===== src/rtl/hilo_muldiv_unit.sv =====
// hilo_muldiv_unit: HI/LO register pair with an iterative radix-2 multiply/divide engine.
// MULT/MULTU/DIV/DIVU run on unsigned magnitudes for 32 steps, then a FIX step
// applies the sign correction and writes HI/LO. MTHI/MTLO write directly from IDLE.
module hilo_muldiv_unit (
    input  logic        clk,
    input  logic        rst_n,
    input  logic        start,
    input  logic [2:0]  op,
    input  logic [31:0] rs_val,
    input  logic [31:0] rt_val,
    output logic [31:0] HI,
    output logic [31:0] LO,
    output logic        busy,
    output logic        done
);

    typedef enum logic [1:0] {
        S_IDLE,
        S_CALC,
        S_FIX
    } state_t;

    typedef enum logic [2:0] {
        OP_MULT  = 3'd0,
        OP_MULTU = 3'd1,
        OP_DIV   = 3'd2,
        OP_DIVU  = 3'd3,
        OP_MTHI  = 3'd4,
        OP_MTLO  = 3'd5
    } op_t;

    state_t      state_q, state_d;
    logic [4:0]  cnt_q, cnt_d;
    // Multiply: {partial product, multiplier}. Divide: {remainder, dividend/quotient}.
    logic [63:0] acc_q, acc_d;
    // Multiplicand magnitude (multiply) or divisor magnitude (divide).
    logic [31:0] dvs_q, dvs_d;
    logic        is_div_q, is_div_d;
    logic        neg_lo_q, neg_lo_d;
    logic        neg_hi_q, neg_hi_d;
    logic        dz_q, dz_d;
    logic [31:0] rs_q, rs_d;
    logic [31:0] hi_q, hi_d;
    logic [31:0] lo_q, lo_d;
    logic        done_q, done_d;

    op_t         op_in;
    logic        op_signed;
    logic        a_neg;
    logic        b_neg;
    logic [31:0] a_mag;
    logic [31:0] b_mag;
    logic [32:0] mul_sum;
    logic [63:0] mul_next;
    logic [32:0] div_cand;
    logic [32:0] div_diff;
    logic [63:0] div_next;
    logic [63:0] prod_fix;
    logic [31:0] quot_fix;
    logic [31:0] rem_fix;

    assign op_in = op_t'(op);

    // Datapath helpers: operand magnitudes, one iteration step, and sign-corrected results.
    always_comb begin
        op_signed = (op_in == OP_MULT) || (op_in == OP_DIV);
        a_neg     = op_signed & rs_val[31];
        b_neg     = op_signed & rt_val[31];
        a_mag     = a_neg ? (~rs_val + 32'd1) : rs_val;
        b_mag     = b_neg ? (~rt_val + 32'd1) : rt_val;

        mul_sum   = {1'b0, acc_q[63:32]} + (acc_q[0] ? {1'b0, dvs_q} : 33'd0);
        mul_next  = {mul_sum, acc_q[31:1]};

        // Remainder shifted left by one with the next dividend bit brought in;
        // the 33rd bit keeps the comparison exact when the remainder's MSB is set.
        div_cand  = {acc_q[63:32], acc_q[31]};
        div_diff  = div_cand - {1'b0, dvs_q};
        if (div_cand >= {1'b0, dvs_q}) begin
            div_next = {div_diff[31:0], acc_q[30:0], 1'b1};
        end else begin
            div_next = {div_cand[31:0], acc_q[30:0], 1'b0};
        end

        prod_fix  = neg_lo_q ? (~acc_q + 64'd1) : acc_q;
        quot_fix  = neg_lo_q ? (~acc_q[31:0] + 32'd1) : acc_q[31:0];
        rem_fix   = neg_hi_q ? (~acc_q[63:32] + 32'd1) : acc_q[63:32];
    end

    // Next-state and register updates for the IDLE/CALC/FIX sequencer.
    always_comb begin
        state_d  = state_q;
        cnt_d    = cnt_q;
        acc_d    = acc_q;
        dvs_d    = dvs_q;
        is_div_d = is_div_q;
        neg_lo_d = neg_lo_q;
        neg_hi_d = neg_hi_q;
        dz_d     = dz_q;
        rs_d     = rs_q;
        hi_d     = hi_q;
        lo_d     = lo_q;
        done_d   = 1'b0;

        case (state_q)
            S_IDLE: begin
                if (start) begin
                    case (op_in)
                        OP_MULT, OP_MULTU: begin
                            acc_d    = {32'd0, b_mag};
                            dvs_d    = a_mag;
                            is_div_d = 1'b0;
                            neg_lo_d = a_neg ^ b_neg;
                            neg_hi_d = 1'b0;
                            dz_d     = 1'b0;
                            rs_d     = rs_val;
                            cnt_d    = '0;
                            state_d  = S_CALC;
                        end
                        OP_DIV, OP_DIVU: begin
                            acc_d    = {32'd0, a_mag};
                            dvs_d    = b_mag;
                            is_div_d = 1'b1;
                            neg_lo_d = a_neg ^ b_neg;
                            neg_hi_d = a_neg;
                            dz_d     = (rt_val == 32'd0);
                            rs_d     = rs_val;
                            cnt_d    = '0;
                            state_d  = S_CALC;
                        end
                        OP_MTHI: hi_d = rs_val;
                        OP_MTLO: lo_d = rs_val;
                        default: ;
                    endcase
                end
            end
            S_CALC: begin
                acc_d = is_div_q ? div_next : mul_next;
                cnt_d = cnt_q + 5'd1;
                if (cnt_q == 5'd31) begin
                    state_d = S_FIX;
                end
            end
            S_FIX: begin
                if (is_div_q) begin
                    if (dz_q) begin
                        lo_d = '1;
                        hi_d = rs_q;
                    end else begin
                        lo_d = quot_fix;
                        hi_d = rem_fix;
                    end
                end else begin
                    hi_d = prod_fix[63:32];
                    lo_d = prod_fix[31:0];
                end
                done_d  = 1'b1;
                state_d = S_IDLE;
            end
            default: state_d = S_IDLE;
        endcase
    end

    // State and datapath registers; asynchronous reset clears everything.
    always_ff @(posedge clk or negedge rst_n) begin
        if (!rst_n) begin
            state_q  <= S_IDLE;
            cnt_q    <= '0;
            acc_q    <= '0;
            dvs_q    <= '0;
            is_div_q <= 1'b0;
            neg_lo_q <= 1'b0;
            neg_hi_q <= 1'b0;
            dz_q     <= 1'b0;
            rs_q     <= '0;
            hi_q     <= '0;
            lo_q     <= '0;
            done_q   <= 1'b0;
        end else begin
            state_q  <= state_d;
            cnt_q    <= cnt_d;
            acc_q    <= acc_d;
            dvs_q    <= dvs_d;
            is_div_q <= is_div_d;
            neg_lo_q <= neg_lo_d;
            neg_hi_q <= neg_hi_d;
            dz_q     <= dz_d;
            rs_q     <= rs_d;
            hi_q     <= hi_d;
            lo_q     <= lo_d;
            done_q   <= done_d;
        end
    end

    assign HI   = hi_q;
    assign LO   = lo_q;
    assign busy = (state_q != S_IDLE);
    assign done = done_q;

endmodule


===== config.mk =====
export PLATFORM = sky130hd
export DESIGN_NAME = hilo_muldiv_unit
export DESIGN_NICKNAME = d
export VERILOG_FILES = /design/src/rtl/hilo_muldiv_unit.sv
export SDC_FILE = /design/constraint.sdc
export NUM_CORES = 1
export LEC_CHECK = 0
export BUFFER_PORTS_ARGS = -buffer_cell sky130_fd_sc_hd__buf_2
export CAP_MARGIN = 20
export CORE_MARGIN = 1
export CORE_UTILIZATION = 60
export CTS_CLUSTER_DIAMETER = 80
export CTS_CLUSTER_SIZE = 20
export DETAILED_ROUTE_END_ITERATION = 10
export PLACE_DENSITY = 0.8
export SLEW_MARGIN = 20
export SYNTH_ARGS = -nofsm -noshare
export SYNTH_HDL_FRONTEND = slang
export SYNTH_SLANG_ARGS = --single-unit

===== constraint.sdc =====
create_clock -name clk -period 4.1 [get_ports clk]
set_clock_uncertainty 0.2 [all_clocks]
set_input_delay 1.025 -clock clk [delete_from_list [all_inputs] [get_ports clk]]
set_output_delay 1.025 -clock clk [all_outputs]
set_load 0.05 [all_outputs]

After elaboration in Yosys (flattened, before gate mapping)

Index checks and enable logic that the tools add are counted.

Add/sub/neg operators: 8
Magnitude comparators: 1
Equality and inequality tests: 14
Mux-type cells: 33
Bitwise operators: 8
Reduce and logical (&&, ||, !) cells: 18

Operators with widths:

| operator                                            | count |
|---|---|
| 2-to-1 mux 32 bit                                   | 13 |
| 2-to-1 mux 64 bit                                   | 4 |
| one-hot mux 64 bit (2 select lines)                 | 2 |
| one-hot mux 32 bit (2 select lines)                 | 3 |
| adder 32 x 1 -> 32 bit, second input constant       | 4 |
| NOT 32 bit                                          | 4 |
| adder 64 x 1 -> 64 bit, second input constant       | 1 |
| NOT 64 bit                                          | 1 |
| adder 32 x 32 -> 33 bit                             | 1 |
| greater-or-equal comparator 33 x 32 -> 1 bit        | 1 |
| logical NOT 32 bit                                  | 1 |
| subtractor 32 bit                                   | 1 |
| AND reduction 3 bit                                 | 7 |
| 2-to-1 mux 5 bit                                    | 2 |
| one-hot mux 5 bit (2 select lines)                  | 1 |
| nonzero test 2 bit                                  | 4 |
| equality test 3 x 2 -> 1 bit, second input constant | 2 |
| equality test 3 bit, second input constant          | 2 |
| 2-to-1 mux 2 bit                                    | 3 |
| != test 2 bit, second input constant                | 3 |
| one-hot mux 1 bit (2 select lines)                  | 3 |
| adder 5 x 1 -> 5 bit, second input constant         | 1 |
| equality test 5 bit, second input constant          | 1 |
| != test 2 x 1 -> 1 bit, second input constant       | 2 |
| 13 further kinds                                    | 15 |

Bits in registers: 204
Input bits: 70
Output and inout bits: 66

Longest topological paths before layout

Depth in word-level cells: 7
Depth in mapped cells: 15
Depth with buffers taken out: 13

Worst setup path after synthesis

No wires, ideal clock.

Kind: input to register
Start point: input rt_val[1]
End point: register acc_q[25]
Setup time: 0.126 ns
Arrival: 3.310 ns
Data required time: 3.774 ns
Slack: 0.464 ns
Cell stages on the path: 10
Path through: or4_1 -> or3_1 -> clkbuf_1 -> nor4_1 -> and2_1 -> clkbuf_1 -> a21oi_1 -> xnor2_1 -> a21oi_1 -> a221o_1

Longest elaborated chain between the ends: 6

Ends and longest elaborated chain:

| item                                | RTL line | RTL |
|---|---|---|
| start: declaration                  | 10       | `input logic [31:0] rt_val,` |
| NOT 32 bit                          | 70       | `b_mag = b_neg ? (~rt_val + 32'd1) : rt_val;` |
| adder 32 x 1 -> 32 bit              | 70       |  |
| 2-to-1 mux 32 bit                   | 70       |  |
| one-hot mux 64 bit (2 select lines) | 108      | `case (op_in)` |
| 2-to-1 mux 64 bit                   | 107      | `if (start) begin` |
| one-hot mux 64 bit (2 select lines) | 105      | `case (state_q)` |
| end signal: assignment              | 169      | `acc_q <= '0;` |
| end signal: assignment              | 182      | `acc_q <= acc_d;` |
| end: declaration                    | 35       | `logic [63:0] acc_q, acc_d;` |

Every way passes these cells. The select of a mux whose other input is x is not followed.
A chain may end at the register's enable or synchronous reset.

Worst setup path after layout

Start point: register acc_q[0]
End point: register acc_q[55]

Longest elaborated chain between the ends: 4

Ends and longest elaborated chain:

| item                                | RTL line | RTL |
|---|---|---|
| 2-to-1 mux 32 bit                   | 72       | `mul_sum = {1'b0, acc_q[63:32]} + (acc_q[0] ? {1'b0, dvs_q} : 33'd0);` |
| adder 32 x 32 -> 33 bit             | 72       |  |
| 2-to-1 mux 64 bit                   | 138      | `acc_d = is_div_q ? div_next : mul_next;` |
| one-hot mux 64 bit (2 select lines) | 105      |  |

Every way passes these cells.

==> results_dict.tcl <==
set metrics [dict create \
    run_status "finished clean" \
    p_leak_nw 8.529 \
    grt_overflow 0 \
    power_frac_comb 0.696 \
    hold_path.class "reg -> reg" \
    synthCells 2260 \
    arrival_ns 4.15 \
    cpMaxStageDelayCell "dfrtp_1" \
    port-buffer-count 135 \
    top_usage_layer "met2" \
    slowest_delay_ns 0.46 \
    num_antenna_cells 0 \
    r2r_setup_slack_ns 0.14 \
    tightest_slew_ns 1.151 \
    clock-sinks 204 \
    p_sw_mw 10.24 \
    r2r_start "acc_q[0]" \
    firstDrtPassIters 6 \
    cts_setup_buffers 0 \
    fin_nets 2515 \
    clock_path_buffers 3 \
    fin_tns_setup_ns 0 \
    n_fill_cell 2385 \
    min-delay-start "LO[21]" \
    finalCriticalPeriod_ns 3.961 \
    layoutNonFillerInstCount 2759 \
    p_int_mw 9.007 \
    drv_slew 0 \
    yosysMostFrequentCell "nand2_1" \
    vias 18600 \
    ys_seq_area_frac 0.2968 \
    ys_ff_latch 204 \
    synth_top_area_share 0.2968 \
    detail_route.iter0.violations 2025 \
    drive_gt1_frac 0.1369 \
    wirelength_um 65110 \
    min_to "LO[21]" \
    critPathLaunchType "flop" \
    coreArea_um2 28010 \
    drc 0 \
    synthTopCellsByCount "364 x nand2_1, 255 x o21ai_0, 204 x dfrtp_1" \
    place_congestion 0.9897 \
    total_power_mw 19.24 \
    antenna_found_initial 2 \
    regToRegEndpoint "acc_q[55]" \
    critPathKind "reg -> reg" \
    routedWlPerCell_um 23.60 \
    track_usage 0.4453 \
    ys_top_cells_by_area "dfrtp_1 30%, nand2_1 7.9%, o21ai_0 7.4%, ha_1 5.1%, xnor2_1 4.9%" \
    grt_use_met3 0.09940 \
    postSynthAreaPerCell_um2 7.610 \
    placed_cells 2732 \
    max-cap-violations 0 \
    grt_pass1_wl_um 99600 \
    htreeDepth 1 \
    whs_path_depth 2 \
    synth_top_area_cell "dfrtp_1" \
    fin_crit_sh 0.9661 \
    r2r_cells 15 \
    postCtsHoldBufs 0 \
    max_freq_ghz 0.2525 \
    die_h_um 171.3 \
    die_w_um 171.3 \
    clock-root-buffer "clkbuf_16" \
    finalHoldWorstSlack_ns 0.2820 \
    endpoint_kind "flop" \
    synth-edff-count 0 \
    cts_made_buffers 17 \
    grt_max_degree 85 \
    swShare 0.5320 \
    clk_pin_slew_ns 0.10 \
    die-area_um2 29340 \
    timing_hold_violations_final 0 \
    area_growth_pct 12.25 \
    pwr-share-seq 0.215 \
    async_flop_share 1.000 \
    ir_drop_mv 0.6679 \
    cts_tree "done" \
    maxSlewHeadroom 0.2325 \
    start_util 0.6140 \
    pin_count 136 \
    syn_area_um2 17200 \
    clkPwrFrac 0.089 \
    drtAntennaViolNets 0 \
    grt_pass1_vias 17540 \
    critPathRequiredTime_ns 4.29 \
    met1_usage 0.5633 \
    num_rows 61 \
    via_per_inst 6.742 \
    setup_violations 0 \
    critPathMaxFanout 10 \
    hpwl_um 48940 \
    yosysUniqueCellTypes 81 \
    clock_latency_ns 0.54 \
    pwr_density_cell_nw_per_um2 996.9 \
    yosys_warnings 0 \
    ys.flop_type "dfrtp_1" \
    ctsResizeCount 0 \
    crit_chain "inv_1, buf_12, nor2_1, ha_1, buf_4, a2111oi_1, o21ai_0, o21ai_0, a21boi_0, a221oi_1, buf_4, o211ai_1, a21oi_1, mux2i_1, a32o_1" \
    met2_usage 0.6898 \
    synth_nets 2402 \
]
-- power by group through the flow --
stage / Sequential (mW) / Combinational [mW] / Clock [mW]
final: 4.13 / 13.4 / 1.72
after global routing: 4.22 / 14.5 / 1.77
after CTS: 4.09 / 13.1 / 1.70
after floorplan: 4.75 / 8.29 / 0
after detailed placement: 4.12 / 13.0 / 0
after global placement: 4.09 / 12.8 / 0
-- logic make-up after synthesis --
family | Yosys count | share of synthesized area
multiplexers | 60 | 0.03529
buffers and inverters | 230 | 0.05129
flip-flops | 204 | 0.2968
XOR/XNOR | 161 | 0.08199
AO/OA/AOI/OAI | 748 | 0.2720
adder cells (fa/ha/maj) | 72 | 0.05326
AND/OR/NAND/NOR | 785 | 0.2094
-- registers in the layout, summed over array words and instances (netlist names) --
name      count
HI           32
LO           32
acc_q        64
cnt_q         5
done          1
dvs_q        32
dz_q          1
is_div_q      1
neg_hi_q      1
neg_lo_q      1
rs_q         32
state_q       2
-- critical path: cells and delay by family (launching register included) --
family          cells  cell delay (ns)
compound gates      8             1.94
simple gates        1             0.05
buf+inv             4             0.75
mux                 1             0.11
flops               1             0.46
fa+ha+maj           1             0.32
-- worst max-delay path by stage --
stage	from	end	slack, ns
global route	acc_q[0]	acc_q[55]	-0.02
finish	acc_q[0]	acc_q[55]	0.14
global placement	rs_val[3]	dvs_q[15]	-0.009
floorplan	rt_val[1]	acc_q[25]	0.46
CTS	acc_q[0]	acc_q[62]	0.26
detailed placement	rs_val[3]	acc_q[25]	0.003
-- stage by stage --
stage | cell area, um^2 | worst slack (ns) | util
after global placement | 18750 | -0.008630 | 0.6695
after detailed placement | 18750 | 0.002907 | 0.6695
final | 19300 | 0.1391 | 0.6892
after floorplan | 17200 | 0.4638 | -
after CTS | 19290 | 0.2594 | 0.6887
after global routing | 19300 | -0.02421 | 0.6892
-- metal layers --
metal | part of all wire | routed length [um] | up-vias
met5 | 0.00017 | 11 | -
li1 | - | - | 8319
met3 | 0.099 | 6453 | 307
met4 | 0.072 | 4672 | 2
met2 | 0.44 | 28830 | 1094
met1 | 0.39 | 25150 | 8878
-- placed cells by master, fill, tap and decap left out, types with 47 or more instances in the layout --
master    Yosys  routed
a21oi_1     161     161
buf_2         6     134
buf_4         1     116
dfrtp_1     204     203
ha_1         70      70
inv_1        65      65
mux2i_1      55      55
nand2_1     364     363
nor2_1      183     181
o211ai_1     47      47
o21ai_0     255     254
xnor2_1      97      97
xor2_1       64      64
-- final cells by class --
cell class                      instances  area [um^2]  area share
Timing Repair Buffer                  258         1695     0.08782
Multi-Input combinational cell       1826        11240      0.5823
Clock inverter                          8        105.1    0.005444
Sequential cell                       204         5109      0.2646
Clock buffer                           19        432.9     0.02243
Tap cell                              378        473.0     0.02450
Inverter                               66        247.7     0.01283
Note: power is estimated with default switching activity, not from simulation.
